==> src/rtl/core101_pkg.sv <==
// Shared defaults and helpers for the core pipeline blocks.
// Latency: n/a (types, constants and a combinational helper only).
// Backpressure: n/a.
package core101_pkg;

  localparam int CORE_DEPTH      = 4;
  localparam int CORE_DATA_WIDTH = 32;

  // Number of set bits in a vector of up to 64 bits (callers zero-extend).
  function automatic int popcount(input logic [63:0] vec);
    int n;
    n = 0;
    for (int i = 0; i < 64; i++) begin
      n = n + int'(vec[i]);
    end
    return n;
  endfunction

endpackage

==> src/rtl/pipe_skid.sv <==
// One-entry skid register behind the exit stage of pipe_ctrl.
// Latency: 0 cycles when the sink is ready, 1 cycle when the exit item parks here.
// Backpressure: a full skid entry holds the exit stage; it drains when sink_ready is high.
// Ports:
//   clk, rst            - clock, synchronous active-high reset
//   flush_all           - squash that reaches the exit stage; also empties the skid
//   exit_valid/data     - item currently held in the last pipeline stage
//   sink_ready          - downstream accepts this cycle
//   skid_valid/data     - registered skid entry
//   skid_nxt            - skid_valid value after the next edge (for occupancy)
module pipe_skid #(
  parameter int DATA_WIDTH = 32
) (
  input  logic                  clk,
  input  logic                  rst,
  input  logic                  flush_all,
  input  logic                  exit_valid,
  input  logic [DATA_WIDTH-1:0] exit_data,
  input  logic                  sink_ready,
  output logic                  skid_valid,
  output logic [DATA_WIDTH-1:0] skid_data,
  output logic                  skid_nxt
);

  // Park the exit item only when nobody takes it directly and the entry is free.
  logic capture;
  assign capture = exit_valid & !skid_valid & !sink_ready & !flush_all;

  always_comb begin
    skid_nxt = skid_valid;
    if (flush_all) begin
      skid_nxt = 1'b0;
    end else if (skid_valid) begin
      if (sink_ready) skid_nxt = 1'b0;
    end else if (capture) begin
      skid_nxt = 1'b1;
    end
  end

  always_ff @(posedge clk) begin
    if (rst) begin
      skid_valid <= 1'b0;
      skid_data  <= '0;
    end else begin
      skid_valid <= skid_nxt;
      if (capture) skid_data <= exit_data;
    end
  end

endmodule

==> src/rtl/pipe_ctrl.sv <==
// Elastic pipeline controller: DEPTH payload stages with valid/ready, bubble collapse, selective flush.
// Latency: DEPTH cycles from input transfer to out_valid_out; 1 item/cycle with out_ready_in held high.
// Backpressure: ready chain propagates out_ready_in to in_ready_out (registered break with PIPE_CTRL_SKID_EN).
// Ports:
//   clock_in, reset_in              - clock, synchronous active-high reset
//   in_valid_in/in_ready_out/in_data_in    - upstream handshake and payload
//   out_valid_out/out_ready_in/out_data_out - downstream handshake and payload
//   flush_in, flush_stage_in        - squash stages 0..flush_stage_in (saturates to DEPTH-1)
//   stage_valid_out, occupancy_out  - debug valid bits and registered entry count
// Optional feature macro: PIPE_CTRL_SKID_EN adds a one-entry skid register after the exit stage.
module pipe_ctrl
  import core101_pkg::*;
#(
  parameter int DATA_WIDTH = CORE_DATA_WIDTH,
  parameter int DEPTH      = CORE_DEPTH,
  parameter int IDX_W      = $clog2(DEPTH),
  parameter int CNT_W      = $clog2(DEPTH + 2)
) (
  input  logic                  clock_in,
  input  logic                  reset_in,
  input  logic                  in_valid_in,
  output logic                  in_ready_out,
  input  logic [DATA_WIDTH-1:0] in_data_in,
  output logic                  out_valid_out,
  input  logic                  out_ready_in,
  output logic [DATA_WIDTH-1:0] out_data_out,
  input  logic                  flush_in,
  input  logic [IDX_W-1:0]      flush_stage_in,
  output logic [DEPTH-1:0]      stage_valid_out,
  output logic [CNT_W-1:0]      occupancy_out
);

  logic [DEPTH-1:0]      valid;
  logic [DEPTH-1:0]      nxt_valid;
  logic [DATA_WIDTH-1:0] data [DEPTH];
  logic [DEPTH:0]        rdy;
  logic                  exit_ready;
  logic                  skid_nxt;
  logic                  in_xfer;
  logic [IDX_W-1:0]      k_sat;

  always_comb begin
    k_sat = flush_stage_in;
    if (int'(flush_stage_in) > DEPTH - 1) k_sat = IDX_W'(DEPTH - 1);
  end

  // A stage may load when it is empty or everything ahead of it moves.
  always_comb begin
    rdy        = '0;
    rdy[DEPTH] = exit_ready;
    for (int i = DEPTH - 1; i >= 0; i--) begin
      rdy[i] = !valid[i] | rdy[i + 1];
    end
  end

  assign in_ready_out = rdy[0] & !flush_in & !reset_in;
  assign in_xfer      = in_valid_in & in_ready_out;

  for (genvar i = 0; i < DEPTH; i++) begin : g_stage
    logic                  kill;
    logic                  src_valid;
    logic [DATA_WIDTH-1:0] src_data;
    logic                  nv;
    logic                  v;
    logic [DATA_WIDTH-1:0] d;

    assign kill = flush_in && (int'(k_sat) >= i);

    if (i == 0) begin : g_head
      assign src_valid = in_xfer;
      assign src_data  = in_data_in;
    end else begin : g_body
      // A squashed younger item must not leak forward: the stage above loads a bubble.
      assign src_valid = valid[i - 1] && !(flush_in && (int'(k_sat) >= i - 1));
      assign src_data  = data[i - 1];
    end

    always_comb begin
      nv = v;
      if (kill)        nv = 1'b0;
      else if (rdy[i]) nv = src_valid;
    end

    // Payload only moves with a valid item; bubbles leave stale data behind.
    always_ff @(posedge clock_in) begin
      if (reset_in) begin
        v <= 1'b0;
        d <= '0;
      end else begin
        v <= nv;
        if (!kill && rdy[i] && src_valid) d <= src_data;
      end
    end

    assign valid[i]     = v;
    assign data[i]      = d;
    assign nxt_valid[i] = nv;
  end

`ifdef PIPE_CTRL_SKID_EN
  logic                  skid_valid;
  logic [DATA_WIDTH-1:0] skid_data;
  logic                  flush_all;

  assign flush_all = flush_in && (int'(k_sat) == DEPTH - 1);

  pipe_skid #(
    .DATA_WIDTH (DATA_WIDTH)
  ) u_skid (
    .clk        (clock_in),
    .rst        (reset_in),
    .flush_all  (flush_all),
    .exit_valid (valid[DEPTH-1]),
    .exit_data  (data[DEPTH-1]),
    .sink_ready (out_ready_in),
    .skid_valid (skid_valid),
    .skid_data  (skid_data),
    .skid_nxt   (skid_nxt)
  );

  // Registered exit ready cuts the out_ready_in -> in_ready_out path.
  assign exit_ready    = !skid_valid;
  assign out_valid_out = (skid_valid | valid[DEPTH-1]) & !reset_in;
  assign out_data_out  = skid_valid ? skid_data : data[DEPTH-1];
`else
  assign exit_ready    = out_ready_in;
  assign skid_nxt      = 1'b0;
  assign out_valid_out = valid[DEPTH-1] & !reset_in;
  assign out_data_out  = data[DEPTH-1];
`endif

  assign stage_valid_out = valid;

  // Counting the next-state valid bits keeps transfers, squashes and an exit
  // delivered during a full flush consistent without special cases.
  always_ff @(posedge clock_in) begin
    if (reset_in) begin
      occupancy_out <= '0;
    end else begin
      occupancy_out <= CNT_W'(popcount(64'(nxt_valid)) + int'(skid_nxt));
    end
  end

endmodule

==> config.mk <==
export PLATFORM = sky130hd
export DESIGN_NAME = pipe_ctrl
export DESIGN_NICKNAME = d
export VERILOG_FILES = /design/src/rtl/core101_pkg.sv /design/src/rtl/pipe_skid.sv /design/src/rtl/pipe_ctrl.sv
export SDC_FILE = /design/constraint.sdc
export NUM_CORES = 1
export LEC_CHECK = 0
export CAP_MARGIN = 20
export CORE_MARGIN = 3
export CORE_UTILIZATION = 60
export CTS_BUF_LIST = sky130_fd_sc_hd__clkbuf_8
export DETAILED_ROUTE_END_ITERATION = 8
export GPL_TIMING_DRIVEN = 0
export PLACE_DENSITY_LB_ADDON = 0.2
export SLEW_MARGIN = 20
export SYNTH_ARGS = -nofsm -noshare
export SYNTH_HDL_FRONTEND = slang
export SYNTH_HIERARCHICAL = 1
export SYNTH_SLANG_ARGS = --single-unit
==> constraint.sdc <==
create_clock -name clock_in -period 5.6 [get_ports clock_in]
set_input_delay 1.68 -clock clock_in [delete_from_list [all_inputs] [get_ports clock_in]]
set_output_delay 1.68 -clock clock_in [all_outputs]
set_load 0.01 [all_outputs]
## After elaboration in Yosys (flattened, before gate mapping)

Index checks and enable logic that the tools add are counted.

| storage, ports and cells | value |
|---|---|
| logic and storage cells | 54 |
| input bits | 39 |
| bits in registers | 135 |

| cells by class | value |
|---|---|
| multiplexer cells | 8 |
| reductions and logical operators | 23 |
| add/subtract/negate cells | 3 |
| bitwise operators | 8 |
| magnitude comparators | 3 |

Operator list:

| operator | count |
|---|---|
| $logic_and A1 B1 Y1 | 14 |
| $logic_not A1 Y1 | 9 |
| $mux W1 | 8 |
| $and A1 B1 Y1 | 4 |
| $ge A2 B2 Y1 const B | 2 |
| $or A1 B1 Y1 | 4 |
| $add A2 B1 Y3 | 1 |
| $add A3 B1 Y3 | 1 |
| $add A1 B1 Y2 | 1 |
| $ge A2 B1 Y1 const B | 1 |

## Depth between registers and ports, before layout

Gate-level depths: netlist (run 1).

| depth | value |
|---|---|
| word-level depth | 13 |
| depth in mapped cells | 10 |

## Least setup slack after synthesis (run 1)

Ideal clock, no wire load.

| path | value |
|---|---|
| kind | input port to output port |
| start point | input reset_in |
| end point | output in_ready_out |
| cell stages on the path | 4 |
| buffers on the path | 3 |
| arrival | 2474 ps |
| data required time | 3920 ps |
| path slack | 1446 ps |
| cell sequence | buf_2 -> buf_2 -> clkbuf_1 -> nor3_1 |

| on the way | value |
|---|---|
| longest elaborated chain between the ends | 2 |

Ends and longest elaborated chain:

| element | RTL line | text |
|---|---|---|
| start, declared | pipe_ctrl.sv:20 | `input logic reset_in,` |
| $logic_not A1 Y1 | pipe_ctrl.sv:56 | `assign in_ready_out = rdy[0] & !flush_in & !reset_in;` |
| $and A1 B1 Y1 | pipe_ctrl.sv:56 |  |
| end, declared | pipe_ctrl.sv:22 | `output logic in_ready_out,` |

No other way between the ends.

## Worst setup path in the final report (run 1)

| path | value |
|---|---|
| start point | input out_ready_in |
| end point | output in_ready_out |

| on the way | value |
|---|---|
| longest elaborated chain between the ends | 6 |

Ends and longest elaborated chain:

| element | RTL line | text |
|---|---|---|
| start, declared | pipe_ctrl.sv:25 | `input logic out_ready_in,` |
| $or A1 B1 Y1 (4 in a row) | pipe_ctrl.sv:52 | `rdy[i] = !valid[i] \| rdy[i + 1];` |
| $and A1 B1 Y1 (2 in a row) | pipe_ctrl.sv:56 |  |

No other way between the ends.

==> results of run 1 <==
## metrics by stage
stage	worst slack, ns	hold WS (ns)	area, sq um
after floorplan	1.45	0.447	5670
after global placement	0.579	0.455	6580
after detailed placement	0.565	0.461	6580
after CTS	0.560	0.471	6980
after global routing	0.485	0.493	6980
final	0.549	0.467	6980
## layer usage
metal / track usage [%] / vias up / routed length (microns)
li1: - / 2108 / -
met1: 32.5 / 2011 / 5750
met2: 39.2 / 121 / 5620
met3: 6.37 / 18 / 625
met4: 7.47 / 0 / 174
met5: 0 / - / 0
## final cells by class
type / instances / area, sq um
Tap cell: 108 / 135
Clock inverter: 11 / 133
Inverter: 4 / 15.0
Fill cell: 619 / 1960
Sequential cell: 135 / 2700
Clock buffer: 19 / 262
Multi-Input combinational cell: 356 / 2620
Buffer: 56 / 329
Timing Repair Buffer: 78 / 781
## critical path, stage by stage
cell and delay (ns):
clkdlybuf4s50_1 0.52, and3b_1 0.20, buf_6 0.13, and2_1 0.14, nor3_1 0.13, clkdlybuf4s50_1 0.57
## cells by family after synthesis
group | share of synthesized area (%)
muxes | 17.0
DFF | 47.7
buffers and inverters | 6.07
and+or+nand+nor | 20.1
adders and majority gates | 0.795
AOI/OAI and AO/OA | 8.39
## power groups by stage
stage	sequential [W]	clock, W	combinational, W
6_report	0.000978	0.000799	0.000126
3_3_place_gp	0.000999	0	0.000121
3_5_place_dp	0.00100	0	0.000125
5_1_grt	0.000979	0.000849	0.000137
4_1_cts	0.000978	0.000809	0.000126
2_1_floorplan	0.000999	0	0.0000764
## placed cells by master, fill, tap and decap left out, types with 2 or more instances in the layout
master / instances
o31ai_1: 32
bufinv_16: 3
mux2i_1: 96
buf_6: 5
dfxtp_1: 135
nand4_1: 32
ha_1: 2
inv_1: 5
nor2_1: 2
a21oi_1: 33
buf_12: 3
buf_4: 5
buf_2: 11
clkinv_2: 6
clkbuf_1: 32
and2_1: 3
nand2b_1: 130
nor2b_1: 8
clkbuf_8: 19
nor3_1: 2
o21ai_1: 4
clkdlybuf4s50_1: 78
## state kept, by name, indices dropped and copies added, names as in the netlist
register,count
g_stage.d,96
g_stage.v,4
occupancy_out,3
out_data_out,32
## worst max-delay path by stage
stage	endpoint	slack, ns	depth (start not counted)
2_1_floorplan	in_ready_out	1.45	4
3_3_place_gp	in_ready_out	0.58	6
3_5_place_dp	in_ready_out	0.57	6
4_1_cts	in_ready_out	0.56	6
5_1_grt	in_ready_out	0.49	6
6_report	in_ready_out	0.55	6
==> flow_summary.toml, run 1 <==
[floorplanning]
io_pins = 80
core_sq_mm = 0.00893
dieArea_sq_mm = 0.0106
start_util_pct = 63.4
fp.dieH_microns = 103
die_w_microns = 103
rows = 34

[synthesis]
synth_top_area_cell = "dfxtp_1"
synth_area_sq_mm = 0.00567
synth_top_area_share_pct = 47.7
syn_nets = 593
synth.top_cells.by_count = "135 x dfxtp_1, 130 x nand2b_1, 96 x mux2i_1, 33 x a21oi_1"
yosysMostFrequentCell = "dfxtp_1"
synth_edf_count = 0
ys_seq_area_share_pct = 47.7
synth_cell_type_count = 30
yosysWarnings = 6
synth_seq_cells = 135
synthTopCellsByArea = "dfxtp_1 48%, mux2i_1 17%, nand2b_1 14%"
synthCells = 551
syn_avg_cell_area_sq_um = 10.3
synthArstFlopShare_pct = 0
synthFlopType = "dfxtp_1"

[critical_path]
path_max_fanout = 6
start_kind = "primary input"
r2r-end = "occupancy_out[1]$_SDFF_PP0_"
rr_worst_depth = 9
crit_required_ns = 3.92
cp_data_arrival_time_ns = 3.37
worstSetupPathType = "in2out"
rrSetupSlack_ns = 3.16
critPathLaunch = "out_ready_in"
worstReg2RegStart = "g_stage[3].v$_SDFF_PP0_"
setup.worst_path.end_class = "primary output"

[clocking]
cts_made_buffers = 17
cts.clk_slew.worst_paths_ns = 0.07
insertion_delay_ns = 0.43
cts_setup_buffers = 0
cts_sinks = 135
cts_tree = "yes"
cts_root_buf = "clkbuf_8"
holdBufCountCts = 0
cts_resized = 0
cts_buffer_depth = 2
htree_levels = 4

[route]
drt_pass1_iterations = 6
viasPerCell = 5.55
drt_wl_total_microns = 12200
vias = 4258
first_iter_violations = 203
route.detailed.drc = 0
wire_per_inst_microns = 15.9
antenna_left = 0

[global_route]
grt_util_all_layers_pct = 24.4
grt_pass1_wl_microns = 20200
grt_pass1_vias = 4168
grt_max_degree = 17
antenna_found_initial = 0
overflow = 0

[sta]
worstMarginPinSlew_ns = 0.471
totalNegativeSetupSlack_ns = 0
drv_slew = 0
clock_skew_ns = 0.00868
hold_viol = 0
rsz0062_at_grt = "false"
finalSetupViolCount = 0
period_minus_slack_ns = 5.05
max_slew_margin_pct = 68.6
max_freq_ghz = 0.198
post-route-period-util_pct = 90.2

[layout]
num_antenna_cells = 0
drive_gt1_share_pct = 8.35
area_delta_synth_final_pct = 23.1
stdcell_count = 767
fin_util_pct = 78.1
num-nets-final = 690

[power]
switching_share_pct = 21.5
seq_power_share_pct = 51.4
power.leakage_nw = 2.61
p_clk_share_pct = 42.0
combPwrFrac_pct = 6.6
ir_drop_mv = 0.187
p_sw_w = 0.000409
internal_power_w = 0.00149
p_per_area_mw_per_mm2 = 273
total_power_w = 0.00190

[place]
placement.io_buffers = 78
dp_cells = 737
hpwlAfterDp_microns = 8810
gp_congestion = 0.883

[status]
outcome = "finished clean"

[worst_hold_path]
hp-start = "out_data_out[8]$_SDFFE_PP0P_"
min_path_cells = 2
worstHoldPathType = "reg2reg"
hold_end = "out_data_out[8]$_SDFFE_PP0P_"

[flow_run]
maxCapViolCount = 0
Note: power is estimated with default switching activity, not from simulation.
==> run 2, diff against run 1 <==
CORE_MARGIN = 2   (was 3)
SYNTH_HIERARCHICAL = default   (was 1)
==> run 2 against run 1 <==
Net effect:
- setup slack better by 0.028 ns
- utilization fell by 1.7 points
- register-to-register slack better by 0.02 ns
- critical endpoint unchanged
- via count shrank 1.2%
- power is 3.8% higher
- non-clock buffer count unchanged
==> flow_summary.toml, run 2 <==
[sta]
totalNegativeSetupSlack_ns = 0
max_freq_ghz = 0.199
clock_skew_ns = 0.0135
setup_slack_ns = 0.578
rsz0062_at_grt = "false"
period_minus_slack_ns = 5.02
worstMarginPinSlew_ns = 0.498
max_slew_margin_pct = 66.8
hold_viol = 0
finalSetupViolCount = 0
drv_slew = 0
post-route-period-util_pct = 89.7

[floorplanning]
core_sq_mm = 0.00920
io_pins = 80
die_w_microns = 101
dieArea_sq_mm = 0.0102
rows = 35
start_util_pct = 61.6
fp.dieH_microns = 101

[layout]
largest-register = "g_stage.d"
drive_gt1_share_pct = 8.47
num_antenna_cells = 0
area_delta_synth_final_pct = 24.0
num-nets-final = 690
layout_commonest_cell = "dfxtp_1"
layout_common_cells = "135 x dfxtp_1, 130 x nand2b_1, 96 x mux2i_1, 78 x clkdlybuf4s50_1, 33 x a21oi_1"
largest_reg_flops = 96
fillers = 666

[synthesis]
synth_area_sq_mm = 0.00567
yosysWarnings = 0
synth.top_cells.by_count = "135 x dfxtp_1, 130 x nand2b_1, 96 x mux2i_1, 33 x a21oi_1"
syn_nets = 593
synth_edf_count = 0
synthFlopType = "dfxtp_1"
synth_top_area_cell = "dfxtp_1"
yosysMostFrequentCell = "dfxtp_1"
ys_seq_area_share_pct = 47.7
synth_top_area_share_pct = 47.7
synthCells = 551
synth_cell_type_count = 30
synthTopCellsByArea = "dfxtp_1 48%, mux2i_1 17%, nand2b_1 14%"
syn_avg_cell_area_sq_um = 10.3
synth_seq_cells = 135
synthArstFlopShare_pct = 0

[critical_path]
crit_required_ns = 3.92
path_common_cell = "clkdlybuf4s50_1"
path_max_fanout = 6
max_stage_delay_ns = 0.56
cp_data_arrival_time_ns = 3.34
crit_chain = "clkdlybuf4s50_1 > and3b_1 > buf_6 > and2_1 > nor3_1 > clkdlybuf4s50_1"
worstSetupPathType = "in2out"
start_kind = "primary input"
setup.worst_path.end_class = "primary output"
slowest_stage = "clkdlybuf4s50_1"

[global_route]
grt_pass1_wl_microns = 19500
overflow = 0
grt_util_all_layers_pct = 24.4
antenna_found_initial = 0
grt_max_degree = 17
grt_pass1_vias = 4041

[status]
outcome = "finished clean"

[clocking]
cts_tree = "yes"
holdBufCountCts = 0
cts_buffer_depth = 2
cts_made_buffers = 17
cts.clk_slew.worst_paths_ns = 0.08
cts_sinks = 135
cts_root_buf = "clkbuf_8"
cts_setup_buffers = 0
insertion_delay_ns = 0.42
cts_resized = 0
htree_levels = 4

[power]
internal_power_w = 0.00155
p_clk_share_pct = 44.2
p_sw_w = 0.000428
switching_share_pct = 21.7
ir_drop_mv = 0.164
seq_power_share_pct = 49.5
p_per_area_mw_per_mm2 = 281
power.leakage_nw = 2.62
combPwrFrac_pct = 6.4

[route]
first_iter_violations = 152
wire_per_inst_microns = 15.4
vias = 4209
viasPerCell = 5.45
antenna_left = 0
drt_wl_total_microns = 11900
drt_pass1_iterations = 4
route.detailed.drc = 0

[flow_run]
maxCapViolCount = 0

[place]
gp_congestion = 0.836
placement.io_buffers = 78
pre_cts_slack_ns = 0.583
hpwlAfterDp_microns = 8660

[worst_hold_path]
worstHoldPathType = "reg2reg"
run 2: cell types whose count changed in the layout (fill, tap and decap cells not counted):
cell / before / now
clkinv_4: 1 / 2
bufinv_16: 3 / 4
clkinvlp_4: 0 / 2
inv_6: 0 / 1
inv_1: 5 / 6
clkinv_2: 6 / 2
run 2: logic make-up (layout without fill, tap and decap cells):
kind of cell	count (synthesis)	after routing	synth area share, %
simple gates	183	183	20.1
buf+inv	60	170	6.07
flops	135	135	47.7
compound gates	74	74	8.39
fa+ha+maj	3	3	0.795
mux	96	96	17.0
run 2: cell type report:
cell class              instances  area (sq um)  area share [%]
flip-flops and latches        135          2700            38.5
multi-input cells             356          2620            37.3
repair buffers                 78           781            11.1
plain buffers                  56           329            4.68
clock buffers                  19           262            3.72
clock inverters                13           179            2.55
well taps                     111           139            1.98
inverters                       4          15.0           0.214
run 2: power by group through the flow:
stage               Sequential (W)  Combinational (W)  Clock, W
finish                    0.000978           0.000126  0.000873
global route              0.000979           0.000136  0.000922
CTS                       0.000978           0.000126  0.000878
detailed placement         0.00100           0.000125         0
global placement          0.000999           0.000121         0
floorplan                 0.000999          0.0000764         0
run 2: path summary, 6_finish.rpt:
| kind | start | end | slack, ns | cells past startpoint |
|---|---|---|---|---|
| min | g_stage[2].d[6]$_SDFFE_PP0P_ | out_data_out[6]$_SDFFE_PP0P_ | 0.46 | 2 |
| min reg2reg | g_stage[2].d[6]$_SDFFE_PP0P_ | out_data_out[6]$_SDFFE_PP0P_ | 0.46 | 2 |
| max reg2reg | g_stage[3].v$_SDFF_PP0_ | occupancy_out[1]$_SDFF_PP0_ | 3.18 | 9 |
| max | out_ready_in | in_ready_out | 0.58 | 6 |
run 2: per-stage QoR:
step | std cells | instance area [sq um] | total power, W | utilization (%) | hold WS (ns)
2_1_floorplan | 551 | 5670 | 0.00108 | - | 0.447
3_3_place_gp | 740 | 6590 | 0.00112 | 71.6 | 0.458
3_5_place_dp | 740 | 6590 | 0.00112 | 71.6 | 0.461
4_1_cts | 772 | 7030 | 0.00198 | 76.4 | 0.471
5_1_grt | 772 | 7030 | 0.00204 | 76.4 | 0.495
6_report | 772 | 7030 | 0.00198 | 76.4 | 0.459
run 2: worst max-delay path, delay by kind of cell:
family,cells,cell delay [ns]
simple gates,3,0.48
buf+inv,3,1.19
run 2: metal layers:
metal	global-route usage, %	up-vias	part of all wire [%]
met4	6.76	0	0.91
met3	5.66	11	4.3
met1	32.2	1979	48
met5	0	-	0
met2	40.6	105	47
li1	-	2114	-
